## src/rtl/priority_decoder_pkg.sv

```systemverilog
// Shared types and helpers for the sequential 3-to-8 decoder.
// State encoding, counter width and the one-hot decode function.
package priority_decoder_pkg;

  localparam int unsigned CODE_W = 3;
  localparam int unsigned LINE_W = 8;
  localparam int unsigned CNT_W  = 8;

  typedef enum logic [1:0] {
    IDLE  = 2'd0,
    DRIVE = 2'd1,
    GAP   = 2'd2
  } state_t;

  function automatic logic [LINE_W-1:0] decode3to8(input logic [CODE_W-1:0] code);
    return 8'b1 << code;
  endfunction

endpackage

```

## src/rtl/priority_decoder_code_fifo.sv

```systemverilog
// Small circular FIFO holding pending 3-bit codes; occupancy from wrap-bit pointers.
// The parent guarantees no push when full and no pop when empty.
module code_fifo #(
  parameter int unsigned DEPTH = 4,
  parameter int unsigned W     = 3
) (
  input  logic                     clk,
  input  logic                     rst_n,
  input  logic                     push,
  input  logic                     pop,
  input  logic [W-1:0]             din,
  output logic [W-1:0]             head,
  output logic [$clog2(DEPTH):0]   count
);

  localparam int unsigned AW = $clog2(DEPTH);
  localparam int unsigned PW = AW + 1;

  logic [W-1:0]  mem [DEPTH];
  logic [PW-1:0] wr_ptr_q;
  logic [PW-1:0] rd_ptr_q;

  always_ff @(posedge clk or negedge rst_n) begin
    if (!rst_n) begin
      wr_ptr_q <= '0;
      rd_ptr_q <= '0;
    end else begin
      if (push) wr_ptr_q <= wr_ptr_q + PW'(1);
      if (pop)  rd_ptr_q <= rd_ptr_q + PW'(1);
    end
  end

  // Storage needs no reset: an entry is only read after it has been written.
  always_ff @(posedge clk) begin
    if (push) mem[wr_ptr_q[AW-1:0]] <= din;
  end

  assign head  = mem[rd_ptr_q[AW-1:0]];
  assign count = wr_ptr_q - rd_ptr_q;

endmodule

```

## src/rtl/priority_decoder.sv

```systemverilog
// Sequential 3-to-8 decoder: buffers codes and replays each as a one-hot pulse plus idle gap.
// Define PRIORITY_DECODER_ACK_EN to end pulses on out_ack instead of after PULSE_LEN cycles.
module priority_decoder
  import priority_decoder_pkg::*;
#(
  parameter int unsigned DEPTH     = 4,
  parameter int unsigned PULSE_LEN = 4
) (
  input  logic                   clk,
  input  logic                   rst_n,
  input  logic                   in_valid,
  output logic                   in_ready,
  input  logic [CODE_W-1:0]      datain,
  output logic [LINE_W-1:0]      dataout,
  output logic                   out_valid,
  input  logic                   out_ack,
  output logic [$clog2(DEPTH):0] level,
  output logic                   busy
);

  localparam int unsigned LW = $clog2(DEPTH) + 1;

  if (DEPTH < 2 || (DEPTH & (DEPTH - 1)) != 0) begin : g_bad_depth
    $error("priority_decoder: DEPTH must be a power of two >= 2");
  end
  if (PULSE_LEN < 1 || PULSE_LEN > 255) begin : g_bad_pulse_len
    $error("priority_decoder: PULSE_LEN must be in 1..255");
  end

  state_t              state_q;
  state_t              state_d;
  logic [LINE_W-1:0]   dataout_d;
  logic                out_valid_d;
  logic                busy_d;
  logic                push;
  logic                pop;
  logic                drive_done;
  logic [CODE_W-1:0]   head;
  logic [LW-1:0]       fifo_count;
  logic [LW-1:0]       level_nxt;

  assign in_ready = (level < LW'(DEPTH));
  assign push     = in_valid && in_ready;

  code_fifo #(
    .DEPTH (DEPTH),
    .W     (CODE_W)
  ) u_fifo (
    .clk   (clk),
    .rst_n (rst_n),
    .push  (push),
    .pop   (pop),
    .din   (datain),
    .head  (head),
    .count (fifo_count)
  );

`ifdef PRIORITY_DECODER_ACK_EN
  assign drive_done = out_ack;
`else
  logic [CNT_W-1:0] cnt_q;
  logic [CNT_W-1:0] cnt_d;
  logic             unused_ack;

  assign unused_ack = out_ack;

  // Pulse-width counter: loaded on pop, counts down while driving.
  always_comb begin
    cnt_d = cnt_q;
    if (pop) begin
      cnt_d = CNT_W'(PULSE_LEN - 1);
    end else if (state_q == DRIVE && cnt_q != '0) begin
      cnt_d = cnt_q - CNT_W'(1);
    end
  end

  always_ff @(posedge clk or negedge rst_n) begin
    if (!rst_n) cnt_q <= '0;
    else        cnt_q <= cnt_d;
  end

  assign drive_done = (cnt_q == '0);
`endif

  // Next-state and next-output logic.
  always_comb begin
    state_d     = state_q;
    dataout_d   = dataout;
    out_valid_d = out_valid;
    pop         = 1'b0;
    case (state_q)
      IDLE: begin
        if (fifo_count != '0) begin
          pop         = 1'b1;
          dataout_d   = decode3to8(head);
          out_valid_d = 1'b1;
          state_d     = DRIVE;
        end
      end
      DRIVE: begin
        if (drive_done) begin
          dataout_d   = '0;
          out_valid_d = 1'b0;
          state_d     = GAP;
        end
      end
      GAP:     state_d = IDLE;
      default: state_d = IDLE;
    endcase
  end

  assign level_nxt = fifo_count + LW'(push) - LW'(pop);
  assign busy_d    = (state_d != IDLE) || (level_nxt != '0);

  always_ff @(posedge clk or negedge rst_n) begin
    if (!rst_n) begin
      state_q   <= IDLE;
      dataout   <= '0;
      out_valid <= 1'b0;
      level     <= '0;
      busy      <= 1'b0;
    end else begin
      state_q   <= state_d;
      dataout   <= dataout_d;
      out_valid <= out_valid_d;
      level     <= level_nxt;
      busy      <= busy_d;
    end
  end

endmodule

```

## config.mk

```make
export PLATFORM = sky130hd
export DESIGN_NAME = priority_decoder
export DESIGN_NICKNAME = d
export VERILOG_FILES = /design/src/rtl/priority_decoder_pkg.sv /design/src/rtl/priority_decoder_code_fifo.sv /design/src/rtl/priority_decoder.sv
export SDC_FILE = /design/constraint.sdc
export NUM_CORES = 1
export LEC_CHECK = 0
export ABC_AREA = 1
export ABC_CLOCK_PERIOD_IN_PS = 2800
export BUFFER_PORTS_ARGS = -buffer_cell sky130_fd_sc_hd__buf_2
export CAP_MARGIN = 40
export CORE_MARGIN = 5
export CORE_UTILIZATION = 40
export CTS_CLUSTER_DIAMETER = 120
export CTS_CLUSTER_SIZE = 12
export DETAILED_ROUTE_END_ITERATION = 16
export HOLD_SLACK_MARGIN = 0.1
export PLACE_DENSITY_LB_ADDON = 0.15
export SETUP_SLACK_MARGIN = 0.05
export SLEW_MARGIN = 20
export SYNTH_ARGS = -nofsm -noshare
export SYNTH_HDL_FRONTEND = slang
export SYNTH_HIERARCHICAL = 1
export SYNTH_SLANG_ARGS = --single-unit
export TNS_END_PERCENT = 1
```

## constraint.sdc

```tcl
create_clock -name clk -period 2.8 [get_ports clk]
set_input_delay 0.42 -clock clk [delete_from_list [all_inputs] [get_ports clk]]
set_output_delay 0.42 -clock clk [all_outputs]
set_load 0.02 [all_outputs]
```

[Word-level counts from Yosys, hierarchy flattened]
Memories as Yosys holds them, arrays and structs flattened.
Index checks and enable logic that the tools add are counted.
Word-level totals
  flip-flop bits (word level): 29
  RAM bits: 12
  bits of input ports: 7
  output and inout port bits: 14
  memories: 1
Cells by class
  add/subtract/negate cells: 6
  magnitude comparators: 1
  equal/unequal tests: 3
  shift-type cells: 1
  muxes and demuxes: 15
  reduce and logical (&&, ||, !) cells: 12
Memory list
  u_fifo.mem: depth 4, bits a word 3, rd ports 1, clocked after memory_dff 0, wr ports 1, line priority_decoder_code_fifo.sv:19  | logic [W-1:0] mem [DEPTH];
Operator list (count)
  two-way mux 8 bit: 4
  case mux 8 bit (2 select lines): 1
  zero test 8 bit: 1
  nonzero test 8 bit: 1
  left shift 1 x 3 -> 8 bit, first input constant: 1
  subtractor 8 x 1 -> 8 bit, second input constant: 1
  adder 3 x 1 -> 3 bit, second input constant: 2
  two-way mux 1 bit: 6
  nonzero test 2 bit: 3
  nonzero test 3 bit: 2
  two-way mux 2 bit: 2
  != test 2 bit, second input constant: 2
  case mux 2 bit (2 select lines): 1
  adder 3 x 1 -> 3 bit: 1
  less-than comparator 3 bit, second input constant: 1
  AND reduction 3 bit: 1
  subtractor 3 x 1 -> 3 bit: 1
  subtractor 3 bit: 1
  equality test 2 x 1 -> 1 bit, second input constant: 1
  logical AND 1 bit: 2
  zero test 2 bit: 1
  case mux 1 bit (2 select lines): 1
  logical OR 1 bit: 1

[Logic depth before layout (Yosys ltp)]
  word-level depth: 7
  depth in mapped cells: 18
  depth with buffers taken out: 18

[Modules after synthesis]
The synthesis kept the hierarchy.
By module, submodules not included
  priority_decoder: instances 1, cells each 140, area an instance 1217.4 sq um
  code_fifo: instances 1, cells each 94, area an instance 902.1 sq um

[Worst setup path before layout]
OpenSTA, ideal clock, no wires.
  path kind: flip-flop to flip-flop
  start: reg u_fifo.wr_ptr_q[0]
  end: reg busy
  arrival time: 2.867 ns
  required time: 2.674 ns
  setup slack: -0.193 ns
  stages on the path, launching flop included: 17
  buffers on the path: 0
  path through: dfrtp_1 inv_1 ha_1 fa_1 inv_1 inv_2 nand3_1 nand3_4 inv_4 ha_1 inv_1 ha_1 fa_1 xor2_1 xor2_1 inv_1 nand3_1
Between the ends
  longest elaborated chain between the ends: 7
  elaborated cells between the ends (all ways): 11
  those cells by class: add/sub (3); mux (4); reduce/logical (4)
Ends and longest elaborated chain
  from (decl): line priority_decoder_code_fifo.sv:20  | logic [PW-1:0] wr_ptr_q;
  from (signal assigned): line priority_decoder_code_fifo.sv:28  | if (push) wr_ptr_q <= wr_ptr_q + PW'(1);
  subtractor 3 bit: line priority_decoder_code_fifo.sv:39  | assign count = wr_ptr_q - rd_ptr_q;
  net fifo_count[1]: line priority_decoder.sv:39  | logic [LW-1:0] fifo_count;
  nonzero test 3 bit: line priority_decoder.sv:93  | if (fifo_count != '0) begin
  two-way mux 1 bit: line priority_decoder.sv:93
  two-way mux 1 bit: line priority_decoder.sv:91  | case (state_q)
  net pop: line priority_decoder.sv:36  | logic pop;
  subtractor 3 x 1 -> 3 bit: line priority_decoder.sv:112  | assign level_nxt = fifo_count + LW'(push) - LW'(pop);
  net level_nxt[2]: line priority_decoder.sv:40  | logic [LW-1:0] level_nxt;
  nonzero test 3 bit: line priority_decoder.sv:113  | assign busy_d = (state_d != IDLE) || (level_nxt != '0);
  logical OR 1 bit: line priority_decoder.sv:113
  net busy_d: line priority_decoder.sv:34  | logic busy_d;
  to (signal assigned): line priority_decoder.sv:127  | busy <= busy_d;
  to (decl): line priority_decoder.sv:18  | output logic busy
The timed path passes the listed nets, and every way through them passes these cells.
A chain may end at the register's enable or synchronous reset.

[Final worst setup path]
Ends and elaborated chain as after synthesis.

==> metrics.cfg <==
[clocking]
root_buffer=clkbuf_8
numCtsBuffers=5
cts_buffer_depth=2
clock-sinks=41
tritoncts=yes
clk-insertion-delay-late_ns=0.29
cts.clk_slew.worst_paths_ns=0.08
cts_max_level=2

[job]
maxCapViolCount=0

[worst_setup_path]
crit_family=adder cells
critical_path_buf_inv_count=6
required_ns=2.98
cp_num_cells=16
crit_end=busy
path_max_fanout=2
cp.arrival_ns=2.96
critPathMaxStageDelay_ns=0.52
timing.rr.start=u_fifo/wr_ptr_q[0]
start_kind=flop
cp-startpoint=u_fifo/wr_ptr_q[0]
r2r_end=busy
crit_type=flop to flop
worst_setup_path_end_kind=flop
worst-r2r-setup-slack_ns=0.02
crit_top_cell=inv_2
path_cells=inv_2 -> ha_4 -> fa_2 -> inv_2 -> inv_2 -> nand3_4 -> nand3_4 -> inv_8 -> ha_4 -> inv_2 -> ha_4 -> fa_2 -> xor2_1 -> xor2_1 -> inv_1 -> nand3_1
r2r_cells=16
crit_slowest_cell=fa_2

[floorplan]
die_y_um=82.8
die_x_um=82.8
core-area_um2=5140
rows=26
io_pins=21
dieArea_um2=6860
start_util_pct=41.2

[grt]
grt_pass1_wl_um=6850
grt_max_degree=30
grt_pass1_vias=1551
use_met2_pct=23.5
overflow=0
top_usage_layer=met2
grt_use_total_pct=13.6
grtUsageMet1_pct=15.9
grt_antenna_before_repair=0
use_met3_pct=3.24

[route]
wl_per_cell_um=11.3
drt_iter0_drc=68
dr_total_vias=1608
routed_wl_um=3950
route.detailed.drc=0
drtPass1Iterations=4
ant_nets=0
viasPerCell=4.58

[timing]
layout_min_cycle_time_ns=2.78
max_freq_mhz=360
fin_crit_sh_pct=99.1
rsz0062_at_grt=yes
fin_skew_ns=0.00436
tightest_slew_ns=0.648
hold_violations=0
fin_setup_tns_ns=0
slew_viol_final=0
worst_hold_slack_ns=0.143
max_slew_margin_pct=56.8
setup_violations=0

[yosys]
synth_edf_count=12
syn_nets=253
seq_area_frac_synth_pct=51.2
async_flop_share_pct=70.7
ys.flop_type=dfrtp_1
avgSynthCellArea_um2=9.06
ys_types=25
syn_inst=234
synth_area_um2=2120
yosysWarnings=6
synth_seq_cells=41

[final_layout]
antenna_cells=0
final_nets=299
fin_util_pct=51.0
final_layout_size_suffix_gt1_share_pct=26.0
fin_area_um2=2620
fillers=500
syn_to_final_growth_pct=23.7

[placement]
hpwl_um=2780
portBuffers=19
place_area_um2=2380
gp_congestion=0.703

[power_and_ir_drop]
pwr-share-comb_pct=60.5
power.static_leakage_uw=0.00141
switching_power_uw=1490
pwr_density_cell_nw_per_um2=1350
internal_power_uw=2040
clock_power_share_pct=13.4
p_total_uw=3540
swShare_pct=42.3
pwr-share-seq_pct=26.1
ir_drop_mv=0.532

[hold_path]
hold_class=input pin to async pin

[outcome]
status=finished clean

[per-layer routing]
layer,wire length [um],up-vias
met1,1820,755
li1,-,820
met3,135,7
met5,0,-
met2,1930,26
met4,71,0
[cells by family after synthesis]
group / after synthesis / synth area share, %
fa+ha+maj: 12 / 7.79
xor+xnor: 6 / 2.48
flops: 41 / 51.2
compound gates: 11 / 3.07
buf+inv: 53 / 9.92
simple gates: 111 / 25.5
[synth_stat cells (2+ instances only)]
master	instances	area, um^2
a21oi_1	2	10.0
dfrtp_1	29	726
edfxtp_1	12	360
fa_1	2	40.0
ha_1	10	125
inv_1	44	165
inv_2	5	18.8
nand2_1	58	218
nand2_2	3	18.8
nand3_1	27	135
nand4_1	6	37.5
nor2_1	11	41.3
nor2_2	2	12.5
nor2_8	3	60.1
o21ai_0	4	20.0
o31ai_1	2	15.0
xor2_1	6	52.6
[cells in the final DEF, fill, tap and decap left out, types with 7 or more instances in the layout]
master,netlist,routed
ha_1,10,7
buf_4,0,22
buf_2,1,19
inv_2,5,9
edfxtp_1,12,12
inv_1,44,40
nand3_1,27,26
nand2_1,58,58
dfrtp_1,29,29
nor2_1,11,11
[state kept, by name, summed over array words and instances, names as in the netlist]
name and count:
level 3, busy 1, u_fifo/rd_ptr_q 3, cnt_q 8
dataout 8, state_q 2, u_fifo/wr_ptr_q 3, u_fifo/mem 12
out_valid 1
[final cells by class]
class	instances	area (um^2)	area share, %
clock buffers	6	72.6	2.77
clock inverters	2	38.8	1.48
inverters	51	199	7.59
multi-input cells	140	878	33.5
flip-flops and latches	41	1090	41.4
well taps	70	87.6	3.34
repair buffers	41	260	9.92
[power by group through the flow]
stage	Clock [uW]	Sequential, uW	Combinational, uW
floorplan	0	990	1190
global placement	0	928	1680
detailed placement	0	930	1720
CTS	491	923	2110
global route	523	947	2410
finish	475	922	2140
[worst register-to-register path: stages, from the launching register on]
cell and delay, ns:
dfrtp_1 0.37, inv_2 0.06, ha_4 0.15, fa_2 0.52, inv_2 0.04, inv_2 0.07, nand3_4 0.07, nand3_4 0.11
inv_8 0.04, ha_4 0.25, inv_2 0.04, ha_4 0.15, fa_2 0.38, xor2_1 0.15, xor2_1 0.15, inv_1 0.06
nand3_1 0.05
[stage by stage]
| stage | setup WS [ns] | cells |
|---|---|---|
| 2_1_floorplan | -0.0747 | 234 |
| 3_3_place_gp | 0.0273 | 331 |
| 3_5_place_dp | 0.00565 | 331 |
| 4_1_cts | 0.00945 | 351 |
| 5_1_grt | -0.111 | 351 |
| 6_report | 0.0248 | 351 |
[worst min path at each step]
| stage | start | end | slack [ns] | cells after the start |
|---|---|---|---|---|
| global route | rst_n | level[1] | 0.20 | 1 |
| finish | rst_n | level[2] | 0.14 | 1 |
| detailed placement | out_valid | out_valid | 0.45 | 2 |
| CTS | rst_n | level[2] | 0.17 | 1 |
| floorplan | rst_n | busy | 0.12 | 0 |
| global placement | out_valid | out_valid | 0.45 | 2 |
[what timing repair did]
item | in CTS | in global routing
hold buffers | 0 | 0
buffers inserted | 12 | 0
resized for setup | 5 | 1
pin swaps | 8 | 5
endpoints found under the hold margin | 0 | 0
setup endpoints to repair | 1 | 2
No activity file was read; power rests on OpenSTA's default activity.
